**src/rtl/otter_crypto_pkg.sv**
```systemverilog
// Shared types and round helpers for the OTTER ENCRY Feistel engine.
package otter_crypto_pkg;

   typedef enum logic [1:0] {IDLE, RUN, DONE} crypto_state_t;

   localparam logic CRYPTO_MODE_ENC = 1'b0;
   localparam logic CRYPTO_MODE_DEC = 1'b1;

   // Rotation amount 4*j mod 32 only depends on j[2:0]; j[3] still enters the XOR term.
   function automatic logic [15:0] crypto_round_key(input logic [31:0] key, input logic [3:0] j);
      logic [4:0]  sh;
      logic [63:0] dbl;
      sh  = {j[2:0], 2'b00};
      dbl = {key, key} << sh;
      return dbl[47:32] ^ {12'h000, j};
   endfunction

   function automatic logic [15:0] crypto_f(input logic [15:0] r, input logic [15:0] k);
      logic [15:0] rot;
      rot = {r[10:0], r[15:11]};
      return (rot + k) ^ (r >> 3);
   endfunction

endpackage

```
**src/rtl/otter_crypto_round.sv**
```systemverilog
// One combinational Feistel round: L' = R, R' = L ^ F(R, K).
module otter_crypto_round
   import otter_crypto_pkg::*;
(
   input  logic [15:0] l,
   input  logic [15:0] r,
   input  logic [15:0] k,
   output logic [15:0] l_next,
   output logic [15:0] r_next
);

   assign l_next = r;
   assign r_next = l ^ crypto_f(r, k);

endmodule

```
**src/rtl/otter_crypto_unit.sv**
```systemverilog
// Multi-cycle Feistel engine for the ENCRY instruction, one round per clock.
// Optional CRYPTO_ABORT port is enabled by defining OTTER_CRYPTO_ABORT_EN.
module otter_crypto_unit
   import otter_crypto_pkg::*;
#(
   parameter int unsigned NUM_ROUNDS = 8
) (
   input  logic        CLK,
   input  logic        RST,
   input  logic        CRYPTO_START,
   input  logic        CRYPTO_SEL,
   input  logic [31:0] CRYPTO_DATA,
   input  logic [31:0] CRYPTO_KEY,
`ifdef OTTER_CRYPTO_ABORT_EN
   input  logic        CRYPTO_ABORT,
`endif
   output logic        CRYPTO_BUSY,
   output logic        CRYPTO_DONE,
   output logic [31:0] CRYPTO_RESULT
);

   localparam logic [4:0] LAST_RND = 5'(NUM_ROUNDS - 1);

   crypto_state_t state;
   logic [15:0]   l_q, r_q;
   logic [31:0]   key_q;
   logic          mode_q;
   logic [4:0]    rnd;
   logic [3:0]    j;
   logic [15:0]   rk;
   logic [15:0]   l_next, r_next;

   // Decrypt walks the key schedule backwards.
   always_comb begin
      j = rnd[3:0];
      if (mode_q == CRYPTO_MODE_DEC)
         j = 4'(LAST_RND - rnd);
      rk = crypto_round_key(key_q, j);
   end

   otter_crypto_round u_round (
      .l      (l_q),
      .r      (r_q),
      .k      (rk),
      .l_next (l_next),
      .r_next (r_next)
   );

   always_ff @(posedge CLK) begin
      if (RST) begin
         state         <= IDLE;
         l_q           <= '0;
         r_q           <= '0;
         key_q         <= '0;
         mode_q        <= CRYPTO_MODE_ENC;
         rnd           <= '0;
         CRYPTO_BUSY   <= 1'b0;
         CRYPTO_DONE   <= 1'b0;
         CRYPTO_RESULT <= '0;
      end else begin
         case (state)
            IDLE: begin
               CRYPTO_DONE <= 1'b0;
               if (CRYPTO_START) begin
                  l_q         <= CRYPTO_DATA[31:16];
                  r_q         <= CRYPTO_DATA[15:0];
                  key_q       <= CRYPTO_KEY;
                  mode_q      <= CRYPTO_SEL;
                  rnd         <= '0;
                  state       <= RUN;
                  CRYPTO_BUSY <= 1'b1;
               end
            end
            RUN: begin
`ifdef OTTER_CRYPTO_ABORT_EN
               if (CRYPTO_ABORT) begin
                  state       <= IDLE;
                  CRYPTO_BUSY <= 1'b0;
               end else
`endif
               begin
                  l_q <= l_next;
                  r_q <= r_next;
                  rnd <= rnd + 5'd1;
                  if (rnd == LAST_RND) begin
                     state         <= DONE;
                     CRYPTO_RESULT <= {r_next, l_next};
                     CRYPTO_DONE   <= 1'b1;
                  end
               end
            end
            DONE: begin
               state       <= IDLE;
               CRYPTO_DONE <= 1'b0;
               CRYPTO_BUSY <= 1'b0;
            end
            default: begin
               state       <= IDLE;
               CRYPTO_DONE <= 1'b0;
               CRYPTO_BUSY <= 1'b0;
            end
         endcase
      end
   end

endmodule

```
**config.mk**
```make
export PLATFORM = sky130hd
export DESIGN_NAME = otter_crypto_unit
export DESIGN_NICKNAME = d
export VERILOG_FILES = /design/src/rtl/otter_crypto_pkg.sv /design/src/rtl/otter_crypto_round.sv /design/src/rtl/otter_crypto_unit.sv
export SDC_FILE = /design/constraint.sdc
export NUM_CORES = 1
export LEC_CHECK = 0
export CAP_MARGIN = 20
export CORE_MARGIN = 2
export CORE_UTILIZATION = 48
export DETAILED_ROUTE_END_ITERATION = 12
export GPL_TIMING_DRIVEN = 1
export PLACE_DENSITY = 0.77
export SLEW_MARGIN = 5
export SYNTH_ARGS = -nofsm -noshare
export SYNTH_HDL_FRONTEND = slang
export SYNTH_SLANG_ARGS = --single-unit
export TNS_END_PERCENT = 10
```
**constraint.sdc**
```tcl
create_clock -name CLK -period 3.94 [get_ports CLK]
set_input_delay 0.788 -clock CLK [delete_from_list [all_inputs] [get_ports CLK]]
set_output_delay 0.788 -clock CLK [all_outputs]
set_load 0.05 [all_outputs]
```
==> metrics, run 1 <==
synthesis warning total 0; Cells after Synth 717; final max-slew violation count 0; Antenna Cells 0; maximum VDD drop 179 uV; setup violators final 0; die width roughly 110 um; maximum operating frequency around 0.26 GHz; DRC Markers 0; io pins 102; status completed; die area 13000 um^2; Detail Route Antenna Nets 0; post-synthesis cell type count between 50 and 60; Setup CP Type flip-flop to flip-flop; sequential-to-total area share from yosys stat 0.364; Final GP Congestion 0.899; CORE AREA 11900 um^2; H-tree depth 3; fin crit period 3.79 ns; most common cell after layout, fill and taps aside nand2_1; leading register cell type out of synthesis dfxtp_1; Root Buffer clkbuf_16; Slew @ Worst Pin 0.896 ns; via count between 5k and 6k; CTS clock-pin slew for the worst setup and hold paths about 0.07 ns; Max Cap Viol 0; vias in the first global route 5289; asr flop ratio synth 0; clock tree buffer depth 2; Layout Skew 0.0103 ns; IO buf count 101; P&R area growth vs syn 26.4%; clk sinks 106; crit path max fanout 5; first-pass GRT wire length 26.0 mm; Via density around 5.7; Final nets around 900; unrepaired setup endpoints after global routing true; Worst Setup Start Kind flip-flop; leakage power roughly 2.8 nW; share of layout cells above drive strength 1 0.110; Total GRT Usage 0.251; Die Y 114 um; Post-Syn Area 5830 um^2; Avg Cell Area, Syn 8.13 um^2; violation count after the first detailed-route iteration 335; initial core utilization 0.490; maximum number of pins on one net before global-route repair 87; Req. time, crit path 4.21 ns; Yosys reg bits between 100 and 150; global route overflow 0; fin crit share 0.962; worst-skew pair later-pin latency 0.36 ns; number of synthesized flops with an enable pin 0; Arr. time, crit path around 4.1 ns; dpl hpwl 11.9 mm; DR pass1 iterations 5; commonest cells after routing, fill and taps aside nand2_1, dfxtp_1, clkdlybuf4s50_1; CTS buffer count 9; row cnt 40; syn_nets 803; endpoints failing hold 0; DR WL/cell about 17 um; worst hold-check path type flip-flop to flip-flop; Power, Total a little under 3 mW; Worst setup EP type flip-flop; drt total wl about 16 mm; power per cell area between 300 and 400 nW/um^2; Slew Limit Headroom 0.403; Post-CTS Hold Fix Bufs 0; Place WS 0.0306 ns; setup ws final between 0.15 and 0.2 ns; TritonCTS clock tree yes; initial antenna violation count 0
==> metal layers <==
layer  GRT usage  vias up  wire length, um
li1            -     2698                -
met1       0.322     2544             7270
met2       0.423      212             7690
met3      0.0397       27             1010
met4       0.100        0              363
met5           0        -                0
==> Yosys cell counts (4+ instances only) <==
library cell / count / share of area
a21oi_1: 73 / 0.063
clkbuf_1: 41 / 0.026
o21ai_1: 6 / 0.0051
nand3_1: 9 / 0.0077
nor2b_1: 6 / 0.0064
dfxtp_1: 106 / 0.36
buf_2: 4 / 0.0034
nand3b_1: 4 / 0.0051
xnor2_1: 30 / 0.045
xor2_1: 14 / 0.021
nor3_1: 5 / 0.0043
inv_1: 8 / 0.0051
nand2_1: 173 / 0.11
a211oi_1: 8 / 0.010
o21ai_0: 15 / 0.013
and3_1: 5 / 0.0054
o211ai_1: 7 / 0.0090
nor2_1: 61 / 0.039
mux2_2: 11 / 0.021
ha_1: 17 / 0.036
mux2i_1: 6 / 0.010
a22o_1: 16 / 0.024
mux4_2: 14 / 0.054
a31oi_1: 7 / 0.0075
a311oi_1: 24 / 0.036
==> per-stage QoR <==
step / hold slack [ns] / area [um^2] / setup TNS (ns) / utilization / instances
2_1_floorplan: 0.443 / 5840 / 0 / - / 717
3_3_place_gp: 0.444 / 7000 / 0 / 0.588 / 937
3_5_place_dp: 0.448 / 7000 / 0 / 0.588 / 937
4_1_cts: 0.458 / 7290 / 0 / 0.612 / 953
5_1_grt: 0.486 / 7370 / -0.0625 / 0.619 / 958
6_report: 0.459 / 7370 / 0 / 0.619 / 958
==> area by class of cell <==
| cell class | count | area, um^2 |
|---|---|---|
| flip-flops and latches | 106 | 2120 |
| multi-input cells | 552 | 3520 |
| well taps | 147 | 184 |
| clock buffers | 9 | 225 |
| fillers | 1047 | 4540 |
| clock inverters | 7 | 58.8 |
| inverters | 9 | 33.8 |
| repair buffers | 128 | 1230 |
==> cell families (layout without fill, tap and decap cells) <==
family                     count (synthesis)  after routing  share of synthesized area
adders and majority gates                 18             18                     0.0399
and+or+nand+nor                          280            280                      0.200
DFF                                      106            106                      0.364
muxes                                     31             31                     0.0856
AOI/OAI and AO/OA                        177            177                      0.198
buffers and inverters                     59            153                     0.0401
xor gates and xnor gates                  46             46                     0.0717
==> worst paths after layout <==
path | start | to | slack (ns) | cells past startpoint
setup / recovery | mode_q | CRYPTO_RESULT[26] | 0.15 | 16
hold reg to reg | CRYPTO_RESULT[24] | CRYPTO_RESULT[24] | 0.46 | 2
hold / removal | CRYPTO_RESULT[24] | CRYPTO_RESULT[24] | 0.46 | 2
setup reg to reg | mode_q | CRYPTO_RESULT[26] | 0.15 | 16
==> sequential cells by signal (all words and copies together) (netlist names) <==
signal and flops:
rnd 5, state 2, CRYPTO_DONE 1, CRYPTO_RESULT 32, CRYPTO_BUSY 1, l_q 16, mode_q 1, r_q 16
key_q 32
==> where the power goes <==
part	switching, mW	internal [mW]
clock network	0.437	0.440
registers	0.0907	1.13
logic	0.430	0.376
total	0.957	1.95
==> critical path, stage by stage, from the launching register on <==
cell and delay, ns:
dfxtp_2 0.36, xnor2_4 0.30, mux4_2 0.57, nand2_1 0.10, a21oi_1 0.06, a31oi_1 0.18
ha_1 0.20, inv_1 0.06, fa_1 0.40, nand3b_1 0.19, a21boi_0 0.23, o21a_1 0.20
o211ai_1 0.11, a31oi_2 0.23, buf_4 0.17, xnor2_1 0.10, a211oi_1 0.25
==> what timing repair did <==
action / 4_1_cts / 5_1_grt
buffers inserted: 0 / 5
resized for setup: 0 / 12
setup endpoints to repair: 0 / 14
Note: power is estimated with default switching activity, not from simulation.
==> inputs of run 2 (changes only) <==
- SETUP_SLACK_MARGIN: unset -> 0.2
==> metrics, run 2 (synthesized netlist as in run 1, its figures left out) <==
status completed; Final nets between 800 and 900; Regs by FF count CRYPTO_RESULT (32), key_q (32); crit path max fanout 7; Final GP Congestion 0.926; Arr. time, crit path approximately 3.9 ns; FF-to-FF setup slack roughly 0.27 ns; CP top delay family compound AO/OA/AOI/OAI gates; setup_tns 0 ns; first-pass GRT wire length 25.3 mm; DRC Markers 0; io pins between 100 and 150; maximum operating frequency roughly 0.27 GHz; vias in the first global route around 5.1k; endpoints failing hold 0; sequential fraction of design power 0.421; clock tree buffer depth 2; cell with the most instances on the worst path buf_4; setup violators final 0; share of layout cells above drive strength 1 0.121; die width 114 um; CORE AREA 11900 um^2; Die Y 114 um; H-tree depth 3; setup ws final 0.268 ns; P&R area growth vs syn 27.8%; Slew @ Worst Pin 0.892 ns; Fillers between 1k and 1.5k; Via density 5.73; unrepaired setup endpoints after global routing true; maximum VDD drop 180 uV; Layout Skew 0.0116 ns; Post-CTS Hold Fix Bufs 0; Detail Route Antenna Nets 0; CTS clock-pin slew for the worst setup and hold paths 0.08 ns; most common cell after layout, fill and taps aside nand2_1; CTS buffer count 9; fin util 0.626; Max Cap Viol 0; TritonCTS clock tree yes; power per cell area between 300 and 400 nW/um^2; Place WS 0.151 ns; Total GRT Usage 0.243; leakage power about 2.8 nW; drt total wl between 15 and 20 mm; die area 13000 um^2; maximum number of pins on one net before global-route repair 86; dpl hpwl 11.9 mm; commonest cells after routing, fill and taps aside nand2_1, dfxtp_1, clkdlybuf4s50_1; Register Area 2130 um^2; Buf+Inv Stages, Crit Path 3; fin crit period 3.67 ns; clk sinks 106; worst hold-check path type flip-flop to flip-flop; clock share of power 0.296; initial core utilization 0.490; IO buf count 101; Slowest cell on crit path dfxtp_4; Slew Limit Headroom 0.405; Antenna Cells 0; violation count after the first detailed-route iteration 396; Worst setup EP type flip-flop; via count 5515; fin crit share 0.932; combinational power share 0.283; P_sw around 940 uW; DR pass1 iterations 5; Worst Setup Start Kind flip-flop; Int Power 1.96 mW; row cnt 40; worst-skew pair later-pin latency 0.35 ns; initial antenna violation count 0; CP cell instances xnor2_4 -> buf_4 -> buf_4 -> mux4_2 -> mux2i_1 -> xnor2_1 -> ha_1 -> a21oi_2 -> nor2b_1 -> a311o_1 -> a211o_1 -> a311oi_2 -> buf_4 -> nor4_1 -> nor4_1; Multi-input gate area 3540 um^2; final max-slew violation count 0; Req. time, crit path about 4.2 ns; crit-path max cell delay about 0.4 ns; Root Buffer clkbuf_16; Final Hold Slack 0.464 ns; Setup CP Type flip-flop to flip-flop; DR WL/cell 16.8 um; Sw Share 0.324; global route overflow 0
==> run 2: tightest hold or removal path: stages (launching register included) <==
cell and delay [ns]:
dfxtp_1 0.31, nand2_1 0.05, a21oi_1 0.06
==> run 2: path summary, 6_finish.rpt <==
kind	cells past startpoint	startpoint	to
worst min register to register	2	CRYPTO_RESULT[23]	CRYPTO_RESULT[23]
worst min-delay path	2	CRYPTO_RESULT[23]	CRYPTO_RESULT[23]
worst max register to register	15	mode_q	r_q[15]
worst max-delay path	15	mode_q	r_q[15]
==> run 2: power groups by stage <==
stage               logic (mW)  clock network, mW  registers, mW
floorplan                0.570                  0           1.21
global placement         0.759                  0           1.24
detailed placement       0.779                  0           1.25
CTS                      0.785              0.871           1.22
global route             0.898              0.919           1.23
finish                   0.821              0.860           1.22
==> run 2: area by class of cell <==
cell class              instances  area share
inverters                       9     0.00453
clock inverters                 6     0.00672
well taps                     147      0.0247
repair buffers                133       0.173
multi-input cells             552       0.474
flip-flops and latches        106       0.286
clock buffers                  10      0.0307
==> run 2: timing repair <==
item,in CTS,in global routing
pin swaps,1,13
gates resized for setup,2,15
setup endpoints to repair,6,18
gates cloned,0,1
setup buffers,1,9
==> run 2: stage by stage <==
| step | cells | area, um^2 | power [mW] |
|---|---|---|---|
| 4_1_cts | 953 | 7320 | 2.88 |
| 2_1_floorplan | 717 | 5870 | 1.78 |
| 6_report | 963 | 7450 | 2.90 |
| 3_3_place_gp | 936 | 7030 | 2.00 |
| 5_1_grt | 963 | 7450 | 3.05 |
| 3_5_place_dp | 936 | 7030 | 2.03 |
==> run 2: metal layers <==
metal / part of all wire / wire, um / global-route usage / vias up
li1: - / - / - / 2708
met1: 0.44 / 7120 / 0.320 / 2553
met2: 0.47 / 7640 / 0.410 / 226
met3: 0.070 / 1120 / 0.0392 / 28
met4: 0.016 / 260 / 0.0764 / 0
met5: 0 / 0 / 0 / -
==> inputs of run 3 (changes only) <==
- PLACE_DENSITY: 0.77 -> 0.81
==> metrics, run 3 (synthesized netlist as in run 1, its figures left out) <==
fin crit period 3.68 ns; Final GP Congestion slightly below 0.9; via count 5593; Max Cap Viol 0; Setup CP Type flip-flop to flip-flop; row cnt 40; maximum VDD drop 243 uV; share of layout cells above drive strength 1 0.134; Slew @ Worst Pin 0.872 ns; die area 13000 um^2; final max-slew violation count 0; maximum operating frequency 0.271 GHz; hold_sp CRYPTO_RESULT[28]; clock share of power 0.301; global route overflow 0; Regs by FF count CRYPTO_RESULT (32), key_q (32); status completed; drt total wl 16.4 mm; crit path max fanout 8; DR WL/cell ~17 um; Final nets ~900; DRC Markers 0; sequential fraction of design power 0.411; combinational power share 0.288; Slew Limit Headroom 0.419; Die Y 114 um; Req. time, crit path 4.20 ns; CORE AREA 11900 um^2; H-tree depth 3; Total GRT Usage 0.245; violation count after the first detailed-route iteration 426; Arr. time, crit path 3.94 ns; clock tree buffer depth 2; setup_tns 0 ns; unrepaired setup endpoints after global routing true; die width between 100 and 150 um; worst-skew pair later-pin latency 0.35 ns; TritonCTS clock tree yes; leakage power 2.87 nW; endpoints failing hold 0; clk sinks 106; maximum number of pins on one net before global-route repair 86; dpl hpwl 11.9 mm; P&R area growth vs syn 29.5%; FF-to-FF setup slack 0.26 ns; commonest cells after routing, fill and taps aside nand2_1, dfxtp_1, clkdlybuf4s50_1; Worst Setup Start Kind flip-flop; initial antenna violation count 0; Detail Route Antenna Nets 0; Power, Total 2.98 mW; io pins 102; vias in the first global route between 5k and 6k; DR pass1 iterations 6; Via density 5.80; crit path from mode_q; Int Power 2.00 mW; worst hold-check path type flip-flop to flip-flop; Sw Share 0.326; CTS buffer count 9; IO buf count 101; setup violators final 0; fin crit share 0.935; most common cell after layout, fill and taps aside nand2_1; Layout Skew 0.0126 ns; initial core utilization 0.490; first-pass GRT wire length 25.5 mm; Fillers 993; P_sw slightly below 1 mW; power per cell area 394 nW/um^2; Crit Reg-Reg Startpoint mode_q; Root Buffer clkbuf_16; Antenna Cells 0; Worst setup EP type flip-flop; CTS clock-pin slew for the worst setup and hold paths 0.08 ns; Post-CTS Hold Fix Bufs 0
run 3: final cells by class:
cell class | instances | area, um^2 | share of cell area
Clock buffer | 10 | 239 | 0.0316
Sequential cell | 106 | 2130 | 0.282
Inverter | 9 | 33.8 | 0.00447
Tap cell | 147 | 184 | 0.0244
Multi-Input combinational cell | 552 | 3590 | 0.476
Timing Repair Buffer | 135 | 1320 | 0.174
Clock inverter | 6 | 57.6 | 0.00762
run 3: metal layers:
metal,share of wire,global-route usage
met1,0.43,0.319
met2,0.48,0.417
met3,0.065,0.0424
met4,0.020,0.0740
met5,0,0
run 3: stage by stage:
step	setup slack (ns)	util	cell area [um^2]	std cells	hold WS, ns
6_report	0.257	0.634	7550	965	0.461
5_1_grt	0.0582	0.634	7550	965	0.480
4_1_cts	0.210	0.618	7360	954	0.462
3_5_place_dp	0.137	0.591	7040	937	0.453
3_3_place_gp	0.228	0.591	7040	937	0.447
2_1_floorplan	0.200	-	5870	717	0.443
run 3: power by group through the flow:
stage                     clock network [mW]  logic [mW]  registers (mW)
after floorplan                            0       0.570            1.21
after global placement                     0       0.765            1.24
after detailed placement                   0       0.788            1.25
after CTS                              0.902       0.799            1.22
after global routing                   0.955       0.931            1.23
final                                  0.896       0.856            1.22
run 3: path summary, 6_finish.rpt:
check,to,cells past startpoint
setup / recovery,r_q[15],15
hold / removal,CRYPTO_RESULT[28],2
hold reg to reg,CRYPTO_RESULT[28],2
setup reg to reg,r_q[15],15
run 3: critical path, cell delays in order, from the launching register on:
cell      delay, ns
dfxtp_4        0.39
xnor2_4        0.18
buf_12         0.15
buf_16         0.13
buf_4          0.13
mux2_2         0.35
o211ai_1       0.17
nand2_1        0.10
ha_1           0.33
nor2b_2        0.17
a311o_1        0.42
a211o_1        0.33
a311oi_2       0.28
buf_4          0.17
nor4_1         0.05
nor4_1         0.25
run 3: timing repair:
item	CTS	global route
pin swaps	1	16
setup buffers	1	10
gates cloned	0	1
endpoints found under the setup margin	9	17
resized for setup	2	24
